==> src/rtl/vend_ctrl_multi_pkg.sv <==
// ---------------------------------------------------------------------------
// vend_ctrl_multi_pkg
// Shared definitions for the multi-slot vending controller:
//   - state_t     : controller FSM state encoding
//   - COIN_*      : coin code constants
//   - coin_value(): coin code -> monetary value (8-bit)
// ---------------------------------------------------------------------------
package vend_ctrl_multi_pkg;

   typedef enum logic [1:0] {
      ST_IDLE    = 2'd0,
      ST_COLLECT = 2'd1,
      ST_VEND    = 2'd2,
      ST_REFUND  = 2'd3
   } state_t;

   localparam logic [2:0] COIN_0   = 3'd0;
   localparam logic [2:0] COIN_1   = 3'd1;
   localparam logic [2:0] COIN_2   = 3'd2;
   localparam logic [2:0] COIN_5   = 3'd3;
   localparam logic [2:0] COIN_10  = 3'd4;
   localparam logic [2:0] COIN_20  = 3'd5;
   localparam logic [2:0] COIN_50  = 3'd6;
   localparam logic [2:0] COIN_100 = 3'd7;

   function automatic logic [7:0] coin_value(input logic [2:0] code);
      logic [7:0] v;
      case (code)
         COIN_0:   v = 8'd0;
         COIN_1:   v = 8'd1;
         COIN_2:   v = 8'd2;
         COIN_5:   v = 8'd5;
         COIN_10:  v = 8'd10;
         COIN_20:  v = 8'd20;
         COIN_50:  v = 8'd50;
         COIN_100: v = 8'd100;
         default:  v = 8'd0;
      endcase
      return v;
   endfunction

endpackage

==> src/rtl/vend_ctrl_multi_stock_bank.sv <==
// ---------------------------------------------------------------------------
// vend_ctrl_multi_stock_bank
// N_ITEMS per-slot stock counters with registered sold-out flags.
// Ports:
//   clk, reset_n   : clock, asynchronous active-low reset (stock = INIT_STOCK)
//   i_dec_valid    : decrement stock of slot i_dec_sel (never below zero)
//   i_rs_valid     : add i_rs_qty to slot i_rs_sel, saturating at all-ones
//   o_sold_out[i]  : slot i stock is zero (updated together with the stock)
// ---------------------------------------------------------------------------
module vend_ctrl_multi_stock_bank
   import vend_ctrl_multi_pkg::*;
#(
   parameter int N_ITEMS    = 4,
   parameter int SEL_W      = $clog2(N_ITEMS),
   parameter int STOCK_W    = 4,
   parameter int INIT_STOCK = 5
) (
   input  logic               clk,
   input  logic               reset_n,
   input  logic               i_dec_valid,
   input  logic [SEL_W-1:0]   i_dec_sel,
   input  logic               i_rs_valid,
   input  logic [SEL_W-1:0]   i_rs_sel,
   input  logic [STOCK_W-1:0] i_rs_qty,
   output logic [N_ITEMS-1:0] o_sold_out
);

   logic [STOCK_W-1:0] r_stock     [N_ITEMS];
   logic [STOCK_W-1:0] w_stock_nxt [N_ITEMS];
   logic [STOCK_W:0]   w_rs_sum    [N_ITEMS];
   logic [N_ITEMS-1:0] r_sold_out;

   // Next stock per slot: decrement on sale, saturating add on restock
   always_comb begin
      for (int i = 0; i < N_ITEMS; i++) begin
         w_stock_nxt[i] = r_stock[i];
         w_rs_sum[i]    = {1'b0, r_stock[i]} + {1'b0, i_rs_qty};
         if (i_dec_valid && (i_dec_sel == SEL_W'(i)) && (r_stock[i] != {STOCK_W{1'b0}})) begin
            w_stock_nxt[i] = r_stock[i] - {{(STOCK_W-1){1'b0}}, 1'b1};
         end else if (i_rs_valid && (i_rs_sel == SEL_W'(i))) begin
            w_stock_nxt[i] = w_rs_sum[i][STOCK_W] ? {STOCK_W{1'b1}} : w_rs_sum[i][STOCK_W-1:0];
         end else begin
            w_stock_nxt[i] = r_stock[i];
         end
      end
   end

   // Stock counters and sold-out flags
   always_ff @(posedge clk or negedge reset_n) begin
      if (!reset_n) begin
         for (int i = 0; i < N_ITEMS; i++) begin
            r_stock[i]    <= STOCK_W'(INIT_STOCK);
            r_sold_out[i] <= (INIT_STOCK == 0);
         end
      end else begin
         for (int i = 0; i < N_ITEMS; i++) begin
            r_stock[i]    <= w_stock_nxt[i];
            r_sold_out[i] <= (w_stock_nxt[i] == {STOCK_W{1'b0}});
         end
      end
   end

   assign o_sold_out = r_sold_out;

endmodule

==> src/rtl/vend_ctrl_multi.sv <==
// ---------------------------------------------------------------------------
// vend_ctrl_multi
// Multi-slot vending controller: coin credit accumulation, multi-purchase
// sessions, per-slot stock and change return. All outputs registered.
// Optional feature macro: VEND_RESTOCK_EN (adds restock_valid/item/qty ports,
// restocking allowed in IDLE only).
// Ports:
//   clk, reset_n          : clock, asynchronous active-low reset
//   start                 : open a session (IDLE only)
//   coin_valid, coin      : coin strobe and code
//   item_sel, done_money  : purchase request for slot item_sel
//   continue_buy          : sampled in VEND, keep session open
//   cancel                : abort and refund whole credit
//   item_out              : one-hot dispense pulse
//   done, change          : session end pulse with returned amount
//   credit                : current credit
//   sold_out              : per-slot empty flags
//   err_pulse             : rejected coin/request pulse
//   busy                  : session in progress
// MONEY_W must be at least 8 (coin values up to 100).
// ---------------------------------------------------------------------------
module vend_ctrl_multi
   import vend_ctrl_multi_pkg::*;
#(
   parameter int                         N_ITEMS     = 4,
   parameter int                         SEL_W       = $clog2(N_ITEMS),
   parameter int                         MONEY_W     = 8,
   parameter int                         STOCK_W     = 4,
   parameter int                         INIT_STOCK  = 5,
   parameter logic [N_ITEMS*MONEY_W-1:0] PRICE_TABLE = {8'd25, 8'd20, 8'd15, 8'd10}
) (
   input  logic               clk,
   input  logic               reset_n,
   input  logic               start,
   input  logic               coin_valid,
   input  logic [2:0]         coin,
   input  logic [SEL_W-1:0]   item_sel,
   input  logic               done_money,
   input  logic               continue_buy,
   input  logic               cancel,
`ifdef VEND_RESTOCK_EN
   input  logic               restock_valid,
   input  logic [SEL_W-1:0]   restock_item,
   input  logic [STOCK_W-1:0] restock_qty,
`endif
   output logic [N_ITEMS-1:0] item_out,
   output logic               done,
   output logic [MONEY_W-1:0] change,
   output logic [MONEY_W-1:0] credit,
   output logic [N_ITEMS-1:0] sold_out,
   output logic               err_pulse,
   output logic               busy
);

   state_t             r_state, w_state_nxt;
   logic [MONEY_W-1:0] r_credit, w_credit_nxt;
   logic [N_ITEMS-1:0] r_item_out, w_item_nxt;
   logic               r_done, w_done_nxt;
   logic [MONEY_W-1:0] r_change, w_change_nxt;
   logic               r_err, w_err_nxt;
   logic               r_busy;

   logic [MONEY_W:0]   w_coin_sum;
   logic [MONEY_W-1:0] w_price;
   logic               w_sel_ok;
   logic               w_buy_ok;
   logic [N_ITEMS-1:0] w_onehot;
   logic [N_ITEMS-1:0] w_sold_out;
   logic               w_dec_valid;
   logic               w_rs_ok, w_rs_err;
   logic [SEL_W-1:0]   w_rs_sel;
   logic [STOCK_W-1:0] w_rs_qty;

   // The extra MSB of the sum flags a coin that would overflow the credit.
   assign w_coin_sum = {1'b0, r_credit} + {{(MONEY_W-7){1'b0}}, coin_value(coin)};
   assign w_price    = PRICE_TABLE[item_sel*MONEY_W +: MONEY_W];
   assign w_sel_ok   = ({{(32-SEL_W){1'b0}}, item_sel} < 32'(N_ITEMS));
   assign w_buy_ok   = w_sel_ok && !w_sold_out[item_sel] && (r_credit >= w_price);
   assign w_onehot   = {{(N_ITEMS-1){1'b0}}, 1'b1} << item_sel;

`ifdef VEND_RESTOCK_EN
   // Restock is only legal while idle and for an existing slot
   always_comb begin
      w_rs_ok  = 1'b0;
      w_rs_err = 1'b0;
      if (restock_valid) begin
         if ((r_state == ST_IDLE) && ({{(32-SEL_W){1'b0}}, restock_item} < 32'(N_ITEMS))) begin
            w_rs_ok = 1'b1;
         end else begin
            w_rs_err = 1'b1;
         end
      end else begin
         w_rs_ok = 1'b0;
      end
   end
   assign w_rs_sel = restock_item;
   assign w_rs_qty = restock_qty;
`else
   assign w_rs_ok  = 1'b0;
   assign w_rs_err = 1'b0;
   assign w_rs_sel = {SEL_W{1'b0}};
   assign w_rs_qty = {STOCK_W{1'b0}};
`endif

   // FSM next state, credit update and next values of the output registers
   always_comb begin
      w_state_nxt  = r_state;
      w_credit_nxt = r_credit;
      w_item_nxt   = {N_ITEMS{1'b0}};
      w_done_nxt   = 1'b0;
      w_change_nxt = {MONEY_W{1'b0}};
      w_err_nxt    = 1'b0;
      w_dec_valid  = 1'b0;
      case (r_state)
         ST_IDLE: begin
            if (start) begin
               w_state_nxt = ST_COLLECT;
            end else begin
               w_state_nxt = ST_IDLE;
            end
         end
         ST_COLLECT: begin
            // cancel > done_money > coin; a coin losing arbitration is rejected
            if (cancel) begin
               w_state_nxt  = ST_REFUND;
               w_done_nxt   = 1'b1;
               w_change_nxt = r_credit;
               w_err_nxt    = coin_valid;
            end else if (done_money) begin
               if (w_buy_ok) begin
                  w_state_nxt  = ST_VEND;
                  w_item_nxt   = w_onehot;
                  w_credit_nxt = r_credit - w_price;
                  w_dec_valid  = 1'b1;
                  w_err_nxt    = coin_valid;
               end else begin
                  w_err_nxt    = 1'b1;
               end
            end else if (coin_valid) begin
               if (w_coin_sum[MONEY_W]) begin
                  w_err_nxt    = 1'b1;
               end else begin
                  w_credit_nxt = w_coin_sum[MONEY_W-1:0];
               end
            end else begin
               w_state_nxt = ST_COLLECT;
            end
         end
         ST_VEND: begin
            if (continue_buy) begin
               w_state_nxt  = ST_COLLECT;
            end else begin
               w_state_nxt  = ST_REFUND;
               w_done_nxt   = 1'b1;
               w_change_nxt = r_credit;
            end
         end
         ST_REFUND: begin
            w_state_nxt  = ST_IDLE;
            w_credit_nxt = {MONEY_W{1'b0}};
         end
         default: begin
            w_state_nxt  = ST_IDLE;
            w_credit_nxt = {MONEY_W{1'b0}};
         end
      endcase
   end

   // State, credit and output registers
   always_ff @(posedge clk or negedge reset_n) begin
      if (!reset_n) begin
         r_state    <= ST_IDLE;
         r_credit   <= {MONEY_W{1'b0}};
         r_item_out <= {N_ITEMS{1'b0}};
         r_done     <= 1'b0;
         r_change   <= {MONEY_W{1'b0}};
         r_err      <= 1'b0;
         r_busy     <= 1'b0;
      end else begin
         r_state    <= w_state_nxt;
         r_credit   <= w_credit_nxt;
         r_item_out <= w_item_nxt;
         r_done     <= w_done_nxt;
         r_change   <= w_change_nxt;
         r_err      <= w_err_nxt | w_rs_err;
         r_busy     <= (w_state_nxt != ST_IDLE);
      end
   end

   vend_ctrl_multi_stock_bank #(
      .N_ITEMS    (N_ITEMS),
      .SEL_W      (SEL_W),
      .STOCK_W    (STOCK_W),
      .INIT_STOCK (INIT_STOCK)
   ) u_stock (
      .clk         (clk),
      .reset_n     (reset_n),
      .i_dec_valid (w_dec_valid),
      .i_dec_sel   (item_sel),
      .i_rs_valid  (w_rs_ok),
      .i_rs_sel    (w_rs_sel),
      .i_rs_qty    (w_rs_qty),
      .o_sold_out  (w_sold_out)
   );

   assign item_out  = r_item_out;
   assign done      = r_done;
   assign change    = r_change;
   assign credit    = r_credit;
   assign sold_out  = w_sold_out;
   assign err_pulse = r_err;
   assign busy      = r_busy;

endmodule

==> config.mk <==
export PLATFORM = sky130hd
export DESIGN_NAME = vend_ctrl_multi
export DESIGN_NICKNAME = d
export VERILOG_FILES = /design/src/rtl/vend_ctrl_multi_pkg.sv /design/src/rtl/vend_ctrl_multi_stock_bank.sv /design/src/rtl/vend_ctrl_multi.sv
export SDC_FILE = /design/constraint.sdc
export NUM_CORES = 1
export LEC_CHECK = 0
export ABC_AREA = 1
export CAP_MARGIN = 20
export CORE_ASPECT_RATIO = 0.6
export CORE_MARGIN = 2
export CORE_UTILIZATION = 59
export CTS_CLUSTER_SIZE = 30
export DETAILED_ROUTE_END_ITERATION = 7
export PLACE_DENSITY = 0.84
export SLEW_MARGIN = 40
export SYNTH_ARGS = -nofsm -noshare
export SYNTH_HDL_FRONTEND = slang
export SYNTH_SLANG_ARGS = --single-unit
export TNS_END_PERCENT = 50
==> constraint.sdc <==
create_clock -name clk -period 4 [get_ports clk]
set_clock_uncertainty 0.05 [all_clocks]
set_input_delay 0.6 -clock clk [delete_from_list [all_inputs] [get_ports clk]]
set_output_delay 0.6 -clock clk [all_outputs]
set_load 0.05 [all_outputs]
After elaboration in Yosys (flattened, before gate mapping)
Memory sizes are Yosys's and may differ from the RTL's.
Cells that the tools add are included.
{"block": "totals", "register_bits": 45, "romBits": 56, "in_bits": 12, "memories": 1}
{"block": "classes", "addsub": 6, "n_lt_le_gt_ge": 2, "eq_ne": 10, "shifts": 2, "muxes": 39, "reduce_logical": 23}
{"name": "(no name shown)", "depth": 8, "word_bits": 7, "read_ports": 1, "rd_clocked_by_memory_dff": 0, "wr": 0, "line": "vend_ctrl_multi_pkg.sv:28", "text": "case (code)"}
{"operator": "8-bit two-way mux", "n": 7}
{"operator": "4-bit two-way mux", "n": 8}
{"operator": "8-bit one-hot mux with 2 select lines", "n": 2}
{"operator": "32-bit by 6-bit indexed part select with 8-bit output, first input constant", "n": 1}
{"operator": "4-bit zero test", "n": 4}
{"operator": "4-bit nonzero test", "n": 4}
{"operator": "4-bit by 1-bit subtractor with 4-bit output, second input constant", "n": 4}
{"operator": "1-bit two-way mux", "n": 14}
{"operator": "2-bit two-way mux", "n": 5}
{"operator": "8-bit by 8-bit adder with 9-bit output", "n": 1}
{"operator": "1-bit logical AND", "n": 9}
{"operator": "3-bit != test, second input constant", "n": 3}
{"operator": "2-bit == test, second input constant", "n": 4}
{"operator": "8-bit greater-or-equal comparator", "n": 1}
{"operator": "2-bit one-hot mux with 4 select lines", "n": 1}
{"operator": "8-bit subtractor", "n": 1}
{"operator": "5-bit AND reduction", "n": 1}
{"operator": "2-bit by 1-bit == test with 1-bit output, second input constant", "n": 2}
{"operator": "2-bit zero test", "n": 2}
{"operator": "2-bit nonzero test", "n": 2}
{"operator": "1-bit by 2-bit left shift with 4-bit output, first input constant", "n": 1}
{"operator": "2-bit by 3-bit less-than comparator with 1-bit output, second input constant", "n": 1}
{"operator": "1-bit binary-select mux with 2-bit select", "n": 1}
{"operator": "2-bit != test, second input constant", "n": 1}
{"operator": "2 further kinds", "n": 2}

Depth between registers and ports, before layout
{"block": "logic_depth", "ltp_word": 12, "ltp_mapped": 17, "mapped_depth_nobuf": 16}

Modules after synthesis
Synthesis repeated with hierarchy kept, for this count alone.
{"block": "unflattened", "cells_unflattened": 606, "area_unflattened_um2": 4063.9}
{"module": "vend_ctrl_multi", "instances": 1, "cells_each": 301, "area_per_inst_um2": 2090.8, "seq_area_each_um2": 625.6}
{"module": "vend_ctrl_multi_stock_bank", "instances": 1, "cells_each": 305, "area_per_inst_um2": 1973.1, "seq_area_each_um2": 510.5}

Least setup slack after synthesis
Ideal clock, no wire load.
{"block": "synth_path", "path_type": "input -> register", "startpoint": "in coin[2]", "endpoint": "reg r_credit[1], in the netlist credit[1]", "setup_time_ns": 0.128, "t_arrival_ns": 2.402, "setup_slack_ns": 1.420, "path_stages": 15, "path_buffers": 2, "cell_sequence": "clkbuf_1 nor2_1 ha_1 fa_1 nand3_1 nand3_1 nand3_1 nand2_1 nand3_1 nand3_1 nand3_1 nand2_1 buf_2 nand2_1 o21ai_0"}
{"block": "synth_between", "elab_chain_len": 7, "word_cells_on_any_way": 9, "cone_classes": "add/sub: 1; eq/ne: 1; mux: 5; reduce/logical: 1; memory: 1"}
{"element": "from (decl)", "line": "vend_ctrl_multi.sv:36", "text": "input logic [2:0] coin,"}
{"element": "memory 8 x 7 bit *"}
{"element": "8-bit by 8-bit adder with 9-bit output *", "line": "vend_ctrl_multi.sv:75", "text": "assign w_coin_sum = {1'b0, r_credit} + {{(MONEY_W-7){1'b0}}, coin_value(coin)};"}
{"element": "8-bit two-way mux", "line": "vend_ctrl_multi.sv:140", "text": "if (w_coin_sum[MONEY_W]) begin"}
{"element": "8-bit two-way mux", "line": "vend_ctrl_multi.sv:139", "text": "end else if (coin_valid) begin"}
{"element": "8-bit two-way mux", "line": "vend_ctrl_multi.sv:129", "text": "end else if (done_money) begin"}
{"element": "8-bit two-way mux", "line": "vend_ctrl_multi.sv:124", "text": "if (cancel) begin"}
{"element": "8-bit one-hot mux with 2 select lines", "line": "vend_ctrl_multi.sv:114", "text": "case (r_state)"}
{"element": "to (signal assigned)", "line": "vend_ctrl_multi.sv:173", "text": "r_credit <= {MONEY_W{1'b0}};"}
{"element": "to (signal assigned)", "line": "vend_ctrl_multi.sv:181", "text": "r_credit <= w_credit_nxt;"}
{"element": "to (decl)", "line": "vend_ctrl_multi.sv:56", "text": "logic [MONEY_W-1:0] r_credit, w_credit_nxt;"}
Mark *: on every way between the ends. The rest lies on a longest branch, timed or not. The select of a mux whose other input is x is not followed.
A chain may end at the register's enable or synchronous reset.

Final worst setup path
{"block": "layout_path", "startpoint": "in item_sel[1]", "endpoint": "reg u_stock.r_sold_out[0], in the netlist u_stock.o_sold_out[0]"}
{"block": "layout_between", "elab_chain_len": 12, "word_cells_on_any_way": 15, "cone_classes": "order compare: 1; shift: 1; mux: 7; reduce/logical: 6"}
{"element": "from (decl)", "line": "vend_ctrl_multi.sv:37", "text": "input logic [SEL_W-1:0] item_sel,"}
{"element": "parallel branches: the longest is 8 deep, another holds 8-bit greater-or-equal comparator"}
{"element": "1-bit logical AND * (2 in a row)", "line": "vend_ctrl_multi_stock_bank.sv:38", "text": "if (i_dec_valid && (i_dec_sel == SEL_W'(i)) && (r_stock[i] != {STOCK_W{1'b0}})) begin"}
{"element": "4-bit two-way mux *", "line": "vend_ctrl_multi_stock_bank.sv:38"}
{"element": "4-bit zero test *", "line": "vend_ctrl_multi_stock_bank.sv:58", "text": "r_sold_out[i] <= (w_stock_nxt[i] == {STOCK_W{1'b0}});"}
{"element": "to (signal, indexed assignment)", "line": "vend_ctrl_multi_stock_bank.sv:53", "text": "r_sold_out[i] <= (INIT_STOCK == 0);"}
{"element": "to (signal, indexed assignment)", "line": "vend_ctrl_multi_stock_bank.sv:58"}
{"element": "to (decl)", "line": "vend_ctrl_multi_stock_bank.sv:31", "text": "logic [N_ITEMS-1:0] r_sold_out;"}
Mark *: on every way between the ends. The select of a mux whose other input is x is not followed.

==> reports/summary.log <==
[clock_network] Setup Buffers After CTS 0
[yosys] post-synthesis area per instance 7.64 sq um
[finish] most frequent standard cell in the layout excluding fill and tap cells nand2_1
[power] internal power of the cells 1.28 mW
[floorplanning] horizontal extent of the die 96.1 um
[clock_network] # hold bufs at CTS 0
[finish] utilization of the core after routing 71.4%
[yosys] Mapped Area 3000 sq um
[worst_setup_path] Data required, critical path 4.14 ns
[placement] placed cell count 493
[floorplanning] CORE AREA 4980 sq um
[clock_network] TritonCTS clock tree built
[power] Power Dens Cells 693 nW/um^2
[sta] setup slack after layout 0.813 ns
[yosys] sequential area share after synthesis 37.8%
[power] Leakage 1.89 nW
[clock_network] number of clock buffers inserted by TritonCTS 5
[finish] number of cells in the finished layout apart from fillers 501
[global_route] antenna violations before repair 0
[route] remaining design rule violation count 0
[route] routed vias 2641
[global_route] overflow left after global routing 0
[status] result of the run completed
[clock_network] number of buffers on the longest clock path 2
[clock_network] Gates resized, CTS repair 0
[worst_setup_path] data arrival time of the critical path 3.33 ns
[yosys] Synth Instances 393
[placement] weighted congestion reported at the end of routability-driven placement 0.996
[route] DR WL/cell 13.0 um
[sta] f_max 314 MHz
[job] MaxCap Viol Count 0
[placement] number of buffer cells added on primary ports 38
[sta] setup repair after global routing missed its margin false
[route] number of nets with antenna violations after routing 0
[yosys] Seq cells post-synth 45
[route] iteration count of the initial detailed-routing pass 5
[worst_setup_path] Worst Setup End Kind flop
[sta] transition time at the pin with the least slew margin 0.612 ns
[power] clock power share 14.3%
[finish] layout cell share with drive strength beyond 1 8.51%
[worst_setup_path] kind of launch point of the worst setup path primary input
[power] switching part of the total power 47.9%
[clock_network] number of sinks handled by clock tree synthesis 45
[sta] tightest slew margin relative to the limit 59.1%
[power] net load switching power 1.18 mW
[clock_network] later-pin clock latency in the skew report 0.29 ns
[worst_setup_path] maximum fanout encountered on the critical timing path 20
[route] post-detailed-routing wire length 6510 um
[clock_network] clock transition time at the flip-flop clock pins of the worst setup and hold paths 0.08 ns
[finish] most frequent cells in the layout 92 x nand2_1, 66 x inv_1, 37 x dfrtp_1, 37 x clkdlybuf4s50_1, 36 x nor2_1
[placement] DPL Wire Length 5100 um
[global_route] GRT Resource Usage Total 24.3%
[worst_setup_path] Crit Path Category in2reg
[finish] nets 476
[worst_hold_path] hold crit path type in2async
[finish] synthesis-to-finish area growth 18.4%
[sta] part of the cycle the worst path needs 79.7%
[floorplanning] effective utilization at floorplan 60.3%
[yosys] net count after synthesis 435
[power] combinational fraction of design power 55.7%
[clock_network] H-tree depth reported by CTS 2
[placement] setup slack at placement 0.530 ns
[floorplanning] chip height 59.3 um
[finish] final antenna diode count 0
[sta] final-report setup violation count 0
[route] Iter 0 DRT Violations 279
[sta] final sum of negative setup slack 0 ns
[clock_network] buffer type at the clock tree root clkbuf_8
[power] maximum vdd drop 407 uV
[global_route] maximum number of pins on one net before global-route repair 46
[sta] final hold violations 0
[global_route] wire length of the first global-routing pass 10700 um
[floorplanning] Std-Cell Rows 20
[route] detailed-route vias per instance 5.27
[yosys] library cells used by synthesis 31
[floorplanning] I/O pin count 39
[yosys] yosys synthesis warning count 0
[sta] final critical delay including setup and external delays 3.19 ns
[power] proportion of power drawn by flip-flops and latches 30.1%
[global_route] via count of the first global-routing pass 2329
[worst_setup_path] flop-to-flop setup slack 1.46 ns
[sta] final max-slew violation count 0
[floorplanning] floorplan die area 5690 sq um
==> final cells by class <==
type / instances / area, sq um
Clock inverter: 1 / 30.0
Inverter: 75 / 282
Timing Repair Buffer: 39 / 385
Tap cell: 66 / 82.6
Multi-Input combinational cell: 268 / 1550
Fill cell: 386 / 1420
Clock buffer: 7 / 86.3
Sequential cell: 45 / 1140
==> kinds of logic (layout without fill, tap and decap cells) <==
| logic type | count (synthesis) | in the layout | synth area share [%] |
|---|---|---|---|
| adder cells (fa/ha/maj) | 30 | 30 | 13.0 |
| AND/OR/NAND/NOR | 183 | 183 | 27.6 |
| flip-flops | 45 | 45 | 37.8 |
| XOR/XNOR | 10 | 10 | 2.92 |
| buffers and inverters | 80 | 122 | 10.4 |
| AO/OA/AOI/OAI | 45 | 45 | 8.25 |
==> registers in the layout, summed over array words and instances, names as in the netlist <==
name                count
u_stock.r_stock        16
change                  8
credit                  8
item_out                4
u_stock.o_sold_out      4
r_state                 2
busy                    1
done                    1
err_pulse               1
==> through the flow <==
step	hold slack (ns)	instance area, sq um	power [mW]
after floorplan	0.254	3000	1.72
after global placement	0.434	3440	2.05
after detailed placement	0.441	3440	2.09
after CTS	0.262	3560	2.45
after global routing	0.288	3560	2.65
final	0.251	3560	2.46
==> final timing paths <==
| kind | from | to | cells past startpoint |
|---|---|---|---|
| max | item_sel[1] | u_stock.o_sold_out[0] | 17 |
| min | reset_n | u_stock.r_stock[1] | 1 |
| max reg2reg | credit[0] | u_stock.o_sold_out[0] | 16 |
| min reg2reg | u_stock.r_stock[0] | u_stock.r_stock[0] | 2 |
| max in group asynchronous | reset_n | u_stock.r_stock[12] | 1 |
| min in group clk | u_stock.r_stock[0] | u_stock.r_stock[0] | 2 |
==> synthesized netlist by cell type <==
| library cell | n | share of area, % |
|---|---|---|
| clkbuf_1 | 2 | 0.25 |
| o21ai_1 | 3 | 0.50 |
| inv_2 | 9 | 1.1 |
| buf_2 | 1 | 0.17 |
| or2_2 | 1 | 0.21 |
| nor2_1 | 36 | 4.5 |
| a21boi_0 | 1 | 0.25 |
| fa_1 | 2 | 1.3 |
| inv_1 | 66 | 8.3 |
| o211ai_1 | 6 | 1.5 |
| nand2_2 | 5 | 1.0 |
| a21oi_1 | 15 | 2.5 |
| nand3_2 | 2 | 0.67 |
| nand4_1 | 17 | 3.5 |
| or2_1 | 1 | 0.21 |
| buf_6 | 1 | 0.37 |
| nand3_4 | 2 | 1.2 |
| ha_1 | 28 | 12 |
| o21ai_0 | 17 | 2.8 |
| nand2_1 | 92 | 11 |
| a21o_1 | 1 | 0.25 |
| nor2_4 | 1 | 0.37 |
| dfstp_2 | 8 | 7.0 |
| xor2_1 | 9 | 2.6 |
| dfrtp_1 | 37 | 31 |
| and2_1 | 1 | 0.21 |
| nor3_1 | 2 | 0.33 |
| xnor2_1 | 1 | 0.29 |
| nand3_1 | 23 | 3.8 |
| buf_4 | 1 | 0.25 |
| a31oi_1 | 2 | 0.42 |
==> metal layers <==
layer	GRT usage (%)	vias up	part of all wire, %
met5	0	-	0
met4	4.49	0	1.1
met3	4.33	14	8.4
met2	37.5	128	42
met1	36.4	1173	48
li1	-	1326	-
==> worst max-delay path, stage by stage <==
cell and delay, ns:
clkdlybuf4s50_1 0.60, inv_1 0.17, ha_1 0.30, inv_1 0.04, ha_1 0.37, nand2_1 0.09, nand2_1 0.08, nand3_1 0.09
nand3_2 0.10, nand3_4 0.09, nor2_4 0.13, buf_4 0.26, nand3_1 0.16, nand2_1 0.10, nand2_1 0.06, nand2_1 0.06
nor2_1 0.04
==> power by group through the flow <==
stage	Clock [mW]	Sequential (mW)	Combinational [mW]
after detailed placement	0	0.745	1.35
final	0.352	0.741	1.37
after global routing	0.379	0.761	1.51
after CTS	0.356	0.740	1.36
after floorplan	0	0.971	0.749
after global placement	0	0.744	1.31
No activity file was read; power rests on OpenSTA's default activity.
